### src/rtl/pipe_ctrl_pkg.sv
// Shared types for the pipeline controller.
// Redirect source encoding, serializer FSM states and a counter width helper.
package pipe_ctrl_pkg;

  typedef enum logic [1:0] {
    RS_NONE   = 2'd0,
    RS_BRANCH = 2'd1,
    RS_TRAP   = 2'd2,
    RS_SERIAL = 2'd3
  } redirect_sel_t;

  typedef enum logic [1:0] {
    ST_RUN    = 2'd0,
    ST_DRAIN  = 2'd1,
    ST_ISSUE  = 2'd2,
    ST_COMMIT = 2'd3
  } pipe_ctrl_state_t;

  function automatic int cnt_width(input int depth);
    int w;
    w = $clog2(depth + 1);
    return (w < 1) ? 1 : w;
  endfunction

endpackage

### src/rtl/pipe_ctrl.sv
// Central 5-stage pipeline controller: stall/flush/redirect generation,
// hazard priority and CSR/fence serialization.
// Ports: clk, reset (sync, active-high); busy inputs (ibus/dbus/ex);
// hazard events (load_use, br_mispred_e, trap_m, serial_d);
// stage valids (valid_e/m/w); outputs all_ready, stall_*, flush_*,
// redirect_valid, redirect_sel.
module pipe_ctrl
  import pipe_ctrl_pkg::*;
#(
  parameter int SERIAL_DEPTH = 3
) (
  input  logic       clk,
  input  logic       reset,
  input  logic       ibus_busy,
  input  logic       dbus_busy,
  input  logic       ex_busy,
  input  logic       load_use,
  input  logic       br_mispred_e,
  input  logic       trap_m,
  input  logic       serial_d,
  input  logic       valid_e,
  input  logic       valid_m,
  input  logic       valid_w,
  output logic       all_ready,
  output logic       stall_pc,
  output logic       stall_d,
  output logic       stall_e,
  output logic       stall_m,
  output logic       flush_d,
  output logic       flush_e,
  output logic       flush_m,
  output logic       flush_w,
  output logic       redirect_valid,
  output logic [1:0] redirect_sel
);

  localparam int CW = cnt_width(SERIAL_DEPTH);
  localparam logic [CW-1:0] CNT_MAX = CW'(SERIAL_DEPTH);
  localparam logic [CW-1:0] CNT_ONE = CW'(1);

  pipe_ctrl_state_t r_state;
  pipe_ctrl_state_t w_state_nxt;
  logic [CW-1:0]    r_cnt;
  logic [CW-1:0]    w_cnt_nxt;
  redirect_sel_t    w_sel;
  logic             w_empty;
  logic             w_hold;
  logic             w_issue;

  assign all_ready = ~(ibus_busy | dbus_busy | ex_busy);
  assign w_empty   = ~(valid_e | valid_m | valid_w);

  assign stall_e = 1'b0;
  assign stall_m = 1'b0;
  assign flush_w = 1'b0;

  assign redirect_valid = (w_sel != RS_NONE);
  assign redirect_sel   = w_sel;

  always_comb begin
    stall_pc    = 1'b0;
    stall_d     = 1'b0;
    flush_d     = 1'b0;
    flush_e     = 1'b0;
    flush_m     = 1'b0;
    w_sel       = RS_NONE;
    w_state_nxt = r_state;
    w_cnt_nxt   = r_cnt;
    w_hold      = 1'b0;
    w_issue     = 1'b0;
    if (all_ready && !reset) begin
      if (trap_m) begin
        flush_d     = 1'b1;
        flush_e     = 1'b1;
        flush_m     = 1'b1;
        w_sel       = RS_TRAP;
        w_state_nxt = ST_RUN;
        w_cnt_nxt   = '0;
      end else if (br_mispred_e) begin
        flush_d     = 1'b1;
        flush_e     = 1'b1;
        w_sel       = RS_BRANCH;
        w_state_nxt = ST_RUN;
        w_cnt_nxt   = '0;
      end else begin
        unique case (r_state)
          ST_RUN: begin
            if (serial_d) begin
              if (w_empty) begin
                w_issue = 1'b1;
              end else begin
                w_hold      = 1'b1;
                w_state_nxt = ST_DRAIN;
              end
            end else if (load_use) begin
              w_hold = 1'b1;
            end
          end
          // An empty pipe releases in the same cycle so the
          // cost is exactly the occupied stages plus the tail.
          ST_DRAIN: begin
            if (w_empty) w_issue = 1'b1;
            else         w_hold  = 1'b1;
          end
          ST_ISSUE: w_issue = 1'b1;
          ST_COMMIT: begin
            stall_pc = 1'b1;
            flush_d  = 1'b1;
            if (r_cnt == CNT_MAX) begin
              w_sel       = RS_SERIAL;
              w_state_nxt = ST_RUN;
              w_cnt_nxt   = '0;
            end else begin
              w_cnt_nxt = r_cnt + CNT_ONE;
            end
          end
          default: w_state_nxt = ST_RUN;
        endcase
        if (w_hold) begin
          stall_pc = 1'b1;
          stall_d  = 1'b1;
          flush_e  = 1'b1;
        end
        // Release D->E while the fetch side is held and
        // anything younger is squashed.
        if (w_issue) begin
          stall_pc    = 1'b1;
          flush_d     = 1'b1;
          w_cnt_nxt   = CNT_ONE;
          w_state_nxt = ST_COMMIT;
        end
      end
    end
  end

  always_ff @(posedge clk) begin
    if (reset) begin
      r_state <= ST_RUN;
      r_cnt   <= '0;
    end else if (all_ready) begin
      r_state <= w_state_nxt;
      r_cnt   <= w_cnt_nxt;
    end
  end

endmodule

### config.mk
export PLATFORM = sky130hd
export DESIGN_NAME = pipe_ctrl
export DESIGN_NICKNAME = d
export VERILOG_FILES = /design/src/rtl/pipe_ctrl_pkg.sv /design/src/rtl/pipe_ctrl.sv
export SDC_FILE = /design/constraint.sdc
export NUM_CORES = 1
export LEC_CHECK = 0
export ABC_CLOCK_PERIOD_IN_PS = 1800
export CAP_MARGIN = 40
export CORE_AREA = 2 2 39 41
export DETAILED_ROUTE_END_ITERATION = 7
export DIE_AREA = 0 0 41 43
export GPL_TIMING_DRIVEN = 0
export SETUP_SLACK_MARGIN = 0.05
export SLEW_MARGIN = 30
export SYNTH_ARGS = -nofsm -noshare
export SYNTH_HDL_FRONTEND = slang
export SYNTH_SLANG_ARGS = --single-unit
### constraint.sdc
create_clock -name clk -period 1.8 [get_ports clk]
set_input_delay 0.36 -clock clk [delete_from_list [all_inputs] [get_ports clk]]
set_output_delay 0.36 -clock clk [all_outputs]
set_load 0.01 [all_outputs]
=== Word-level counts from Yosys, hierarchy flattened ===
Cells that the tools add are included.

* Reductions and logical operators: 8
* Multiplexer cells: 49
* Add/subtract/negate cells: 1
* Bitwise operators: 5
* Equal/unequal tests: 7

{| class="wikitable"
|+ Operators by type and width
! operator !! number
|-
| 2-bit two-way mux || 16
|-
| 1-bit two-way mux || 30
|-
| 5-bit inequality test (second input constant) || 3
|-
| 2-bit == test (second input constant) || 3
|-
| 6-bit AND reduction || 1
|-
| 5-bit nonzero test || 1
|-
| 1-bit bitwise OR || 4
|-
| 2-bit case mux with 2 select lines || 1
|-
| 4-bit nonzero test || 1
|-
| 1-bit case mux with 3 select lines || 1
|-
| 3-bit AND reduction || 1
|-
| 2-bit by 1-bit adder with 2-bit output (second input constant) || 1
|-
| 2-bit by 1-bit == test with 1-bit output (second input constant) || 1
|-
| 2-bit zero test || 1
|-
| 1-bit case mux with 2 select lines || 1
|-
| 2-bit nonzero test || 1
|-
| 1-bit logical AND || 1
|-
| 1-bit zero test || 1
|-
| 1-bit NOT || 1
|}

* Register bits: 4
* Output and inout port bits: 12
* Bits of input ports: 12
* Logic and storage cells: 72

=== Longest topological paths before layout ===
* Depth in word-level cells: 13
* Gate-level depth with buffers: 5
* Gate-level depth less buffers: 5

=== Least setup slack after synthesis ===
No wires, ideal clock.

* Kind: input to output
* Start point: input port dbus_busy
* End point: output port redirect_sel[0]
* Stages: 3
* Path slack: 0.211 ns
* Path buffers: 0
* Data arrival time: 1.229 ns
* Required time: 1.440 ns
* Cells stage by stage: nor3_2 -> nand2b_2 -> nor3_1

* Word-level cells in the longest chain between the ends: 5

{| class="wikitable"
|+ Ends and longest elaborated chain
! item !! RTL line !! source
|-
| start, declared || pipe_ctrl.sv:15 || <nowiki>input logic dbus_busy,</nowiki>
|-
| 1-bit bitwise OR (2 in a row) || pipe_ctrl.sv:50 || <nowiki>assign all_ready = ~(ibus_busy | dbus_busy | ex_busy);</nowiki>
|-
| 1-bit NOT (no line) || - ||
|-
| 1-bit logical AND || pipe_ctrl.sv:71 || <nowiki>if (all_ready && !reset) begin</nowiki>
|-
| 2-bit two-way mux || pipe_ctrl.sv:71 ||
|-
| end, declared || pipe_ctrl.sv:34 || <nowiki>output logic [1:0] redirect_sel</nowiki>
|}

Every way passes these cells.

=== Worst setup path in the final report ===
* Start point: register r_state[1]
* End point: output port flush_d

* Word-level cells in the longest chain between the ends: 9
* Elaborated cells between the ends (all ways): 13

{| class="wikitable"
|+ Ends and longest elaborated chain
! item !! RTL line !! source
|-
| start, declared || pipe_ctrl.sv:41 || <nowiki>pipe_ctrl_state_t r_state;</nowiki>
|-
| start signal, assigned || pipe_ctrl.sv:141 || <nowiki>r_state <= w_state_nxt;</nowiki>
|-
| 2-bit == test (tied with other cells) || pipe_ctrl.sv:86 || <nowiki>unique case (r_state)</nowiki>
|-
| 1-bit case mux with 3 select lines || pipe_ctrl.sv:86 ||
|-
| 1-bit two-way mux || pipe_ctrl.sv:79 || <nowiki>end else if (br_mispred_e) begin</nowiki>
|-
| 1-bit two-way mux || pipe_ctrl.sv:72 || <nowiki>if (trap_m) begin</nowiki>
|-
| 1-bit two-way mux || pipe_ctrl.sv:71 ||
|-
| 1-bit two-way mux * || pipe_ctrl.sv:126 || <nowiki>if (w_issue) begin</nowiki>
|-
| 1-bit two-way mux * || pipe_ctrl.sv:79 ||
|-
| 1-bit two-way mux * || pipe_ctrl.sv:72 ||
|-
| 1-bit two-way mux * || pipe_ctrl.sv:71 ||
|-
| end, declared || pipe_ctrl.sv:29 || <nowiki>output logic flush_d,</nowiki>
|}

Every way passes the cells marked *; elsewhere a longest branch is shown, timed or not. The select of a mux whose other input is x is not followed.

==> key figures <==
Die
  • Die span in y: 43 um
  • Die width: 41 um
  • Row cnt: 14
  • Core footprint: 1380 um2
  • Initial Utilization: 27.0%
  • Die ar.: 1760 um2
  • Ports: 24

Clock network
  • CTS tree: done
  • H-tree levels: 1
  • CTS Hold Bufs: 0
  • Worst-Skew Late Latency: 0.24 ns
  • Clock sinks: 4
  • Root buffer cell: clkbuf_4
  • TritonCTS buffer count: 3
  • Worst-path clk slew: 0.04 ns
  • Clk buf depth: 2

Hold path
  • Hold Path Class: input pin to flip-flop

Synthesis
  • Prevailing post-synth register cell: dfxtp_1
  • Seq cells post-synth: 4
  • Synth top area share: 21.4%
  • Synth Instances: 49
  • Largest cells by area after synthesis: dfxtp_1 (21%), a21oi_1 (8.0%), nor2_1 (8.0%)
  • Sequential element share of the synthesized area: 21.4%
  • Syn_area_per_cell: 7.63 um2
  • Post-synth cell types: 26
  • Ys Warns: 0
  • Synth top cells by count: nor2_1 (8), a21oi_1 (6), dfxtp_1 (4), buf_4 (3), nand2_1 (3)
  • Number of synthesized flops with an enable pin: 0
  • Most common cell in the netlist: nor2_1
  • Area leader, netlist: dfxtp_1
  • Async SR Flop Fraction: 0%
  • Mapped Area: 374 um2

Pwr
  • Pwr Density: 404 nW/um2
  • Net Sw Frac: 30.5%
  • Logic pwr share: 31.7%
  • Switch Pwr: 93.8 uW
  • Worst VDD drop: 0.172 mV
  • Total Power: 307 uW
  • Clock group share of total power: 38.9%
  • Sequential power share: 29.4%
  • Internal: 213 uW
  • Leak pwr: 0.000333 uW

Critical path
  • Buf/Inv on CP: 2
  • Critical Path RT: 1.44 ns
  • Crit Path Max Fanout: 6
  • CP max-delay cell: or3_4
  • CP most frequent cell: buf_6
  • Startpoint types: flip-flop
  • CP Data Arrival Time: 1.40 ns
  • CP endpoint kind: output port
  • CP peak stage delay: 0.39 ns
  • Crit path cell chain: buf_6, or3_4, a21oi_4, nor2_4, buf_6
  • Delay-heaviest family, CP: simple AND/OR/NAND/NOR gates
  • Crit Path Class: flip-flop to output port

STA
  • Clock skew: 0.000714 ns
  • Final Slew Violations: 0
  • Setup violations, final: 0
  • Min Tclk post-route: 1.76 ns
  • Fmax achieved: 0.567 GHz
  • Unrepaired setup endpoints after global routing: true
  • Fin Setup TNS: 0 ns
  • Final Hold Fails: 0
  • Crit share post-route: 97.9%

Global routing
  • Total GRT Usage: 14.7%
  • Largest net degree at the start of global routing: 9
  • First-pass GRT wire length: 1750 um
  • Vias in the first global route: 459
  • Grt ovf: 0
  • Initial antenna violation count: 0

Final layout
  • Layout Nets: 101
  • Share of layout cells above drive strength 1: 55.8%
  • Diode count: 0
  • Area growth from synthesis to layout: 103%

Routing
  • Iteration-0 DRC Markers: 16
  • Remaining DRCs: 0
  • Final wirelength: 1320 um
  • WL/cell: 12.9 um
  • DR vias/cell: 4.94
  • Drt first pass iters: 5
  • Vias: 504
  • Antenna-violating nets left: 0

Placed design
  • Port buffer count: 20
  • Routability cong.: 0.746
  • Final HPWL DP: 749 um

Outcome
  • Status: finished clean

Flow run
  • Max cap viols: 0
==> sequential cells by signal (all words and copies together) (netlist names) <==
signal	count
r_state	2
r_cnt	2
==> final timing paths <==
check	startpoint	endpoint	slack, ns	cells past startpoint
worst max-delay path	r_state[1]$_SDFFE_PP0P_	flush_d	0.04	5
worst min register to register	r_state[0]$_SDFFE_PP0P_	r_state[0]$_SDFFE_PP0P_	0.50	1
worst min-delay path	reset	r_cnt[1]$_SDFFE_PP0P_	0.49	2
worst max register to register	r_state[1]$_SDFFE_PP0P_	r_cnt[1]$_SDFFE_PP0P_	0.34	7
==> metal layers <==
layer  share of wire, %  GRT usage [%]
met5                  0              0
met2                 50           23.4
met3                8.1           1.57
met1                 39           17.0
met4                2.4           10.0
==> what timing repair did <==
item                       CTS  global route
pin swaps                    7             9
setup endpoints to repair    9             9
resized for setup           54            19
setup buffers                4             8
==> cells in the final DEF, fill, tap and decap left out, drive strengths merged <==
cell type and instances:
a21oi 7, a31oi 2, buf 22, clkbuf 8
clkdlybuf4s15 3, clkdlybuf4s50 1, conb 3, dfxtp 4
dlygate4sd2 5, ha 1, inv 2, nand2 3
nand2b 1, nand3 1, nand4 1, nor2 9
nor2b 1, nor3 2, nor4 2, o211ai 1
o21a 2, o21ba 1, o31ai 1, o32ai 1
o41ai 1, or3 1
==> layout make-up <==
cell class | count | area [um2]
fill | 138 | 624
multi-input combinational | 41 | 353
timing repair buffer | 32 | 238
sequential | 4 | 85.1
buffer | 4 | 33.8
clock buffer | 3 | 22.5
tap | 16 | 20.0
inverter | 2 | 7.51
==> power groups by stage <==
stage	Sequential (uW)	Combinational (uW)	Clock (uW)
2_1_floorplan	92.5	34.2	0
3_3_place_gp	92.8	75.8	0
3_5_place_dp	92.8	75.8	0
4_1_cts	91.8	85.7	120
5_1_grt	90.1	104	130
6_report	90.2	97.4	119
==> cell families (layout without fill, tap and decap cells) <==
kind of cell,count (synthesis),after routing,synth area share [%]
AOI/OAI and AO/OA,16,16,33.1
buffers and inverters,6,41,11.0
other,1,3,1.00
DFF,4,4,21.4
adders and majority gates,1,1,3.34
and+or+nand+nor,21,21,30.1
==> per-stage QoR <==
| stage | utilization, % | cell area, um2 | cells | hold slack, ns | setup slack, ns |
|---|---|---|---|---|---|
| floorplan | - | 382 | 51 | 0.429 | 0.211 |
| global placement | 43.5 | 602 | 87 | 0.462 | -0.765 |
| detailed placement | 43.5 | 602 | 87 | 0.463 | -0.774 |
| CTS | 49.6 | 687 | 94 | 0.468 | 0.0557 |
| global route | 54.9 | 759 | 102 | 0.502 | -0.00732 |
| finish | 54.9 | 759 | 102 | 0.486 | 0.0369 |
(Power assumes the default switching activity.)
